--- config.mk ---
export PLATFORM = sky130hd
export DESIGN_NAME = fractal_sync_cnt_rf
export DESIGN_NICKNAME = d
export VERILOG_FILES = /design/src/rtl/fractal_sync_pkg.sv /design/src/rtl/fractal_sync_cnt_entry.sv /design/src/rtl/fractal_sync_cnt_rf.sv
export SDC_FILE = /design/constraint.sdc
export NUM_CORES = 1
export LEC_CHECK = 0
export ABC_AREA = 1
export CORE_ASPECT_RATIO = 0.75
export CORE_MARGIN = 3
export CORE_UTILIZATION = 30
export DETAILED_ROUTE_END_ITERATION = 16
export GPL_ROUTABILITY_DRIVEN = 0
export PLACE_DENSITY_LB_ADDON = 0.25
export SYNTH_ARGS = -nofsm -noshare
export SYNTH_HDL_FRONTEND = slang
export SYNTH_SLANG_ARGS = --single-unit
export TNS_END_PERCENT = 10
--- constraint.sdc ---
create_clock -name clk_i -period 3.6 [get_ports clk_i]
set_input_delay 1.08 -clock clk_i [delete_from_list [all_inputs] [get_ports clk_i]]
set_output_delay 1.08 -clock clk_i [all_outputs]
set_load 0.01 [all_outputs]
--- src/rtl/fractal_sync_pkg.sv ---
// Shared types and helpers for the fractal sync node.
// SD_WIDTH sizes the back-routing source/destination mask.
package fractal_sync_pkg;

   localparam int unsigned SD_WIDTH = 4;

   typedef logic [SD_WIDTH-1:0] sd_t;

   function automatic int unsigned popcount_ports(input logic [31:0] vec);
      int unsigned cnt;
      cnt = 0;
      for (int i = 0; i < 32; i++) begin
         if (vec[i]) cnt++;
      end
      return cnt;
   endfunction

endpackage

--- src/rtl/fractal_sync_cnt_entry.sv ---
// One barrier entry: arrival counter, captured target and sticky SD mask.
// Target-mismatch detection is built only with FRACTAL_SYNC_CNT_RF_ERR_EN.
module fractal_sync_cnt_entry
   import fractal_sync_pkg::*;
#(
   parameter int unsigned N_PORTS   = 2,
   parameter int unsigned CNT_WIDTH = 4
) (
   input  logic                                clk_i,
   input  logic                                rst_ni,
   input  logic                                flush_i,
   input  logic [N_PORTS-1:0]                  hit_i,
   input  logic [N_PORTS-1:0][CNT_WIDTH-1:0]   tgt_i,
   input  sd_t  [N_PORTS-1:0]                  sd_i,
   output logic                                busy_o,
   output logic                                release_o,
   output sd_t                                 relSd_o,
   output logic [N_PORTS-1:0]                  err_o
);

   localparam int unsigned SUM_W = CNT_WIDTH + $clog2(N_PORTS + 1);

   logic [CNT_WIDTH-1:0] cnt_q, cnt_d;
   logic [CNT_WIDTH-1:0] tgt_q, tgt_d;
   sd_t                  sd_q, sd_d;

   logic [SUM_W-1:0]     arrivals;
   logic [SUM_W-1:0]     sum;
   logic [SUM_W-1:0]     effTgt;
   logic [CNT_WIDTH-1:0] firstTgt;
   logic [CNT_WIDTH-1:0] rawTgt;
   sd_t                  arriveSd;
   logic                 anyHit;

   // Walk ports high-to-low so the lowest-index arrival's target wins.
   always_comb begin
      arriveSd = '0;
      firstTgt = '0;
      for (int p = int'(N_PORTS) - 1; p >= 0; p--) begin
         if (hit_i[p]) begin
            arriveSd = arriveSd | sd_i[p];
            firstTgt = tgt_i[p];
         end
      end
   end

   assign anyHit    = |hit_i;
   assign arrivals  = SUM_W'(popcount_ports(32'(hit_i)));
   assign rawTgt    = (cnt_q == '0) ? firstTgt : tgt_q;
   assign effTgt    = (rawTgt == '0) ? SUM_W'(1) : SUM_W'(rawTgt);
   assign sum       = SUM_W'(cnt_q) + arrivals;
   assign release_o = anyHit && (sum >= effTgt);
   assign relSd_o   = sd_q | arriveSd;
   assign busy_o    = (cnt_q != '0);

   always_comb begin
      cnt_d = cnt_q;
      tgt_d = tgt_q;
      sd_d  = sd_q;
      if (flush_i || release_o) begin
         cnt_d = '0;
         tgt_d = '0;
         sd_d  = '0;
      end else if (anyHit) begin
         cnt_d = sum[CNT_WIDTH-1:0];
         sd_d  = sd_q | arriveSd;
         if (cnt_q == '0) tgt_d = firstTgt;
      end
   end

   always_ff @(posedge clk_i) begin
      if (!rst_ni) begin
         cnt_q <= '0;
         tgt_q <= '0;
         sd_q  <= '0;
      end else begin
         cnt_q <= cnt_d;
         tgt_q <= tgt_d;
         sd_q  <= sd_d;
      end
   end

`ifdef FRACTAL_SYNC_CNT_RF_ERR_EN
   // A fresh entry compares against the lowest port's target, so every differing port is flagged.
   always_comb begin
      err_o = '0;
      for (int p = 0; p < int'(N_PORTS); p++) begin
         err_o[p] = hit_i[p] && (tgt_i[p] != rawTgt);
      end
   end
`else
   assign err_o = '0;
`endif

endmodule

--- src/rtl/fractal_sync_cnt_rf.sv ---
// Multi-port counting barrier register file with sticky SD back-routing masks.
// Define FRACTAL_SYNC_CNT_RF_ERR_EN to build the target-mismatch flag on err_o.
module fractal_sync_cnt_rf
   import fractal_sync_pkg::*;
#(
   parameter int unsigned N_REGS    = 4,
   parameter int unsigned IDX_WIDTH = 2,
   parameter int unsigned N_PORTS   = 2,
   parameter int unsigned CNT_WIDTH = 4
) (
   input  logic                                clk_i,
   input  logic                                rst_ni,
   input  logic                                flush_i,
   input  logic [N_PORTS-1:0]                  arrive_i,
   input  logic [N_PORTS-1:0][IDX_WIDTH-1:0]   idx_i,
   input  logic [N_PORTS-1:0][CNT_WIDTH-1:0]   tgt_i,
   input  sd_t  [N_PORTS-1:0]                  sd_i,
   output logic [N_PORTS-1:0]                  present_o,
   output logic [N_PORTS-1:0]                  rel_o,
   output sd_t  [N_PORTS-1:0]                  rel_sd_o,
   output logic [N_PORTS-1:0]                  err_o
);

   localparam int unsigned SELW = (N_REGS > 1) ? $clog2(N_REGS) : 1;

   if ((2 ** IDX_WIDTH) < N_REGS) begin : gIdxCheck
      $fatal(1, "fractal_sync_cnt_rf: IDX_WIDTH too small for N_REGS");
   end

   logic [N_PORTS-1:0][SELW-1:0]    sel;
   logic [N_REGS-1:0][N_PORTS-1:0]  hit;
   logic [N_REGS-1:0][N_PORTS-1:0]  entryErr;
   logic [N_REGS-1:0]               entryBusy;
   logic [N_REGS-1:0]               entryRel;
   sd_t  [N_REGS-1:0]               entryRelSd;

   logic [N_PORTS-1:0]              rel_d, rel_q;
   sd_t  [N_PORTS-1:0]              relSd_d, relSd_q;
   logic                            unusedIdx;

   assign unusedIdx = ^idx_i;

   always_comb begin
      hit       = '0;
      present_o = '0;
      for (int p = 0; p < int'(N_PORTS); p++) begin
         sel[p] = idx_i[p][SELW-1:0];
         for (int e = 0; e < int'(N_REGS); e++) begin
            if (sel[p] == SELW'(e)) begin
               hit[e][p]    = arrive_i[p];
               present_o[p] = arrive_i[p] && entryBusy[e];
            end
         end
      end
   end

   for (genvar e = 0; e < N_REGS; e++) begin : gEntry
      fractal_sync_cnt_entry #(
         .N_PORTS   (N_PORTS),
         .CNT_WIDTH (CNT_WIDTH)
      ) uEntry (
         .clk_i     (clk_i),
         .rst_ni    (rst_ni),
         .flush_i   (flush_i),
         .hit_i     (hit[e]),
         .tgt_i     (tgt_i),
         .sd_i      (sd_i),
         .busy_o    (entryBusy[e]),
         .release_o (entryRel[e]),
         .relSd_o   (entryRelSd[e]),
         .err_o     (entryErr[e])
      );
   end

   // Each port hits at most one entry, so the OR-reduction routes that entry's release back.
   always_comb begin
      rel_d   = '0;
      relSd_d = '0;
      for (int p = 0; p < int'(N_PORTS); p++) begin
         for (int e = 0; e < int'(N_REGS); e++) begin
            if (hit[e][p] && entryRel[e]) begin
               rel_d[p]   = 1'b1;
               relSd_d[p] = entryRelSd[e];
            end
         end
      end
   end

   always_ff @(posedge clk_i) begin
      if (!rst_ni || flush_i) begin
         rel_q   <= '0;
         relSd_q <= '0;
      end else begin
         rel_q   <= rel_d;
         relSd_q <= relSd_d;
      end
   end

   assign rel_o    = rel_q;
   assign rel_sd_o = relSd_q;

`ifdef FRACTAL_SYNC_CNT_RF_ERR_EN
   logic [N_PORTS-1:0] err_d, err_q;

   always_comb begin
      err_d = '0;
      for (int e = 0; e < int'(N_REGS); e++) begin
         err_d = err_d | entryErr[e];
      end
   end

   always_ff @(posedge clk_i) begin
      if (!rst_ni || flush_i) begin
         err_q <= '0;
      end else begin
         err_q <= err_d;
      end
   end

   assign err_o = err_q;
`else
   logic unusedErr;
   assign unusedErr = ^entryErr;
   assign err_o     = '0;
`endif

endmodule

==> results.md <==
- Worst-skew pair later-pin latency: 0.33 ns
- Power Density: 329 mW/mm^2
- # hold bufs at CTS: 0
- Worst Skew: 0.00813 ns
- Clock tree buffer depth: 2
- Routed Antenna Nets: 0
- Core ar.: 0.0133 mm^2
- CP Data Arrival Time: 3.72 ns
- CTS tree: built
- Main flop type after synthesis: dfxtp_1
- Die H: 108 um
- Fin Setup TNS: 0 ns
- Final core utilization: 46.1%
- Synth top cells by count: nand2_1, inv_1, nor2_1
- CP endpoint kind: register
- Fin area: 0.00613 mm^2
- Total GRT Usage: 17.9%
- Final min period: 3.50 ns
- Vias after detailed routing: 4629
- Lkg Pwr: 2.78 nW
- CTS clk-pin slew, worst paths: 0.05 ns
- Routed wire length per instance: 14.3 um
- Min-Delay Path Class: reg2reg
- Total CTS buffers: 9
- Req. time, crit path: 3.82 ns
- Startpoint Class: input pin
- Ys async rst share: 0%
- First-pass GRT wire length: 21700 um
- First drt pass iteration count: 6
- VDD IR-drop max: 0.226 mV
- Finish-stage setup viols: 0
- P&R area growth vs syn: 46.7%
- Fmax: 0.286 GHz
- DRT Wirelength: 13500 um
- Largest stage delay on the critical path: 0.29 ns
- Critical path's slowest cell: ha_1
- Worst hold slack: 0.459 ns
- Nets: 828
- Synth Cell Area: 0.00418 mm^2
- Avg Cell Area, Syn: 6.45 um^2
- Distinct cells, synth: 38
- CTS sink cnt: 58
- Largest net degree at the start of global routing: 17
- Post-Place Cells: 904
- Crit Path Class: in2reg
- Internal power: 0.00143 W
- Area fraction of the dominant cell type after synthesis: 27.8%
- Final HPWL DP: 10100 um
- Number of synthesized flops with an enable pin: 0
- Hold Vio Cnt, Final: 0
- Gate power share: 26.1%
- Initial Utilization: 31.5%
- Die footprint: 0.0154 mm^2
- RSZ-0062 raised after global routing: true
- Flop pwr share: 32.4%
- Vias per cell: 4.90
- IO Pins: 39
- Layout cells sized above 1: 28.3%
- DIE WIDTH: 142 um
- Area leader, netlist: dfxtp_1
- NetSw: 0.000591 W
- Port Buffers: 36
- FF-to-FF path depth: 17
- Hold Crit Depth: 2
- # diodes: 0
- Sw Share: 29.3%
- Filler cells: 1291
- Max-cap violations: 0
- CTS root buffer: clkbuf_16
- Warning count from the yosys run: 0
- Rows: 36
- Clk network pwr share: 41.5%
- Synth Register Bits: 58
- Crit Path Max Fanout: 5
- Slew Limit Fails: 0
- Residual DRC count: 0
- Antenna violations before repair: 0
- Dpl cell area: 0.00524 mm^2
- Vias in the first global route: 4475
- CP Cell Sequence: clkbuf_2 > buf_6 > buf_4 > buf_4 > nand3_4 > buf_6 > inv_2 > ha_4 > ha_4 > a21oi_2 > nor2_1 > xor2_1 > ha_1 > nand2_1 > nand2_1 > nor2_2 > nand3_4 > nand3_4 > nand2_1 > nor2_1 > nor2_1
- Tcrit/Tclk final: 97.2%
- Non-Filler Instances: 944
- Drt initial violations: 350
- Area of the multi-input gates: 0.00304 mm^2
- FF/Latch Area: 0.00116 mm^2
- Post-Synthesis Cells: 648
- Gr ovfl total: 0
- Status: complete, no violations
- Synth area leaders: dfxtp_1, nand2_1, ha_1
- Register area share after synthesis: 27.8%
- Top-count cell post-synth: nand2_1
- H-tree depth: 3
==> placed cells by master, fill, tap and decap left out, types with 3 or more instances in the layout <==
| master | count |
|---|---|
| dfxtp_1 | 58 |
| or2_1 | 3 |
| xnor2_2 | 3 |
| or2_2 | 6 |
| nand2_4 | 7 |
| nor2_4 | 4 |
| inv_1 | 72 |
| buf_6 | 10 |
| nand2_2 | 15 |
| xor2_1 | 4 |
| inv_2 | 16 |
| nand2_1 | 150 |
| clkbuf_16 | 9 |
| nand3b_1 | 6 |
| a21oi_2 | 7 |
| o21ai_1 | 11 |
| o21ai_0 | 13 |
| buf_4 | 77 |
| a21oi_1 | 45 |
| nor2_2 | 9 |
| fa_2 | 4 |
| buf_2 | 3 |
| nand3_2 | 8 |
| nand3_4 | 9 |
| clkdlybuf4s50_1 | 28 |
| o211ai_1 | 3 |
| ha_1 | 19 |
| ha_4 | 10 |
| nand4_1 | 27 |
| o21ai_2 | 4 |
| nand3_1 | 47 |
| clkbuf_2 | 4 |
| nor2_1 | 54 |
==> cells by family after synthesis <==
family,after synthesis,share of synthesized area (%)
XOR/XNOR,8,1.68
AO/OA/AOI/OAI,89,11.1
flip-flops,58,27.8
other,1,0.0897
buffers and inverters,112,10.9
adder cells (fa/ha/maj),34,10.9
AND/OR/NAND/NOR,346,37.5
==> final cells by class <==
class	count	area share, %
multi-input combinational	482	49.5
sequential	58	18.9
timing repair buffer	126	17.7
inverter	92	5.71
clock buffer	12	4.02
tap	171	3.49
clock inverter	3	0.653
==> path summary, 6_finish.rpt <==
check                                               start                        end  slack (ns)
worst max-delay path                             idx_i[1]                rel_sd_o[5]         0.1
worst min-delay path            gEntry[1].uEntry.tgt_q[0]  gEntry[1].uEntry.tgt_q[0]        0.46
worst max register to register  gEntry[2].uEntry.cnt_q[1]                rel_sd_o[5]        1.02
worst min register to register  gEntry[1].uEntry.tgt_q[0]  gEntry[1].uEntry.tgt_q[0]        0.46
==> registers in the layout (all words and copies together), names as in the netlist <==
name	flops
rel_sd_o	8
rel_o	2
gEntry.uEntry.sd_q	16
gEntry.uEntry.cnt_q	16
gEntry.uEntry.tgt_q	16
==> layer usage <==
| layer | part of all wire, % | up-vias | global-route usage (%) |
|---|---|---|---|
| met5 | 0 | - | 0 |
| met3 | 6.7 | 16 | 4.77 |
| met1 | 49 | 2140 | 24.8 |
| met2 | 43 | 130 | 27.0 |
| li1 | - | 2343 | - |
| met4 | 1.2 | 0 | 5.48 |
==> what timing repair did <==
| item | in CTS | in global routing |
|---|---|---|
| setup endpoints to repair | 60 | 60 |
| resized for setup | 48 | 86 |
| gates cloned | 2 | 2 |
| setup buffers | 10 | 12 |
| pin swaps | 21 | 42 |
==> stage by stage <==
| step | worst slack (ns) | power (W) |
|---|---|---|
| after global routing | -0.0409 | 0.00211 |
| after floorplan | -0.0176 | 0.000895 |
| after CTS | -0.0311 | 0.00198 |
| final | 0.0997 | 0.00202 |
| after global placement | -0.701 | 0.00107 |
| after detailed placement | -0.775 | 0.00108 |
==> power groups by stage <==
stage	registers [W]	clock network [W]	logic [W]
5_1_grt	0.000653	0.000882	0.000578
4_1_cts	0.000653	0.000855	0.000469
3_3_place_gp	0.000666	0	0.000403
6_report	0.000653	0.000838	0.000526
3_5_place_dp	0.000666	0	0.000412
2_1_floorplan	0.000666	0	0.000229
==> critical path: cells and delay by family <==
kind	cells	cell delay, ns
buffers and inverters	6	0.65
and+or+nand+nor	10	1.01
xor gates and xnor gates	1	0.22
adders and majority gates	3	0.70
AOI/OAI and AO/OA	1	0.05
(Power assumes the default switching activity.)
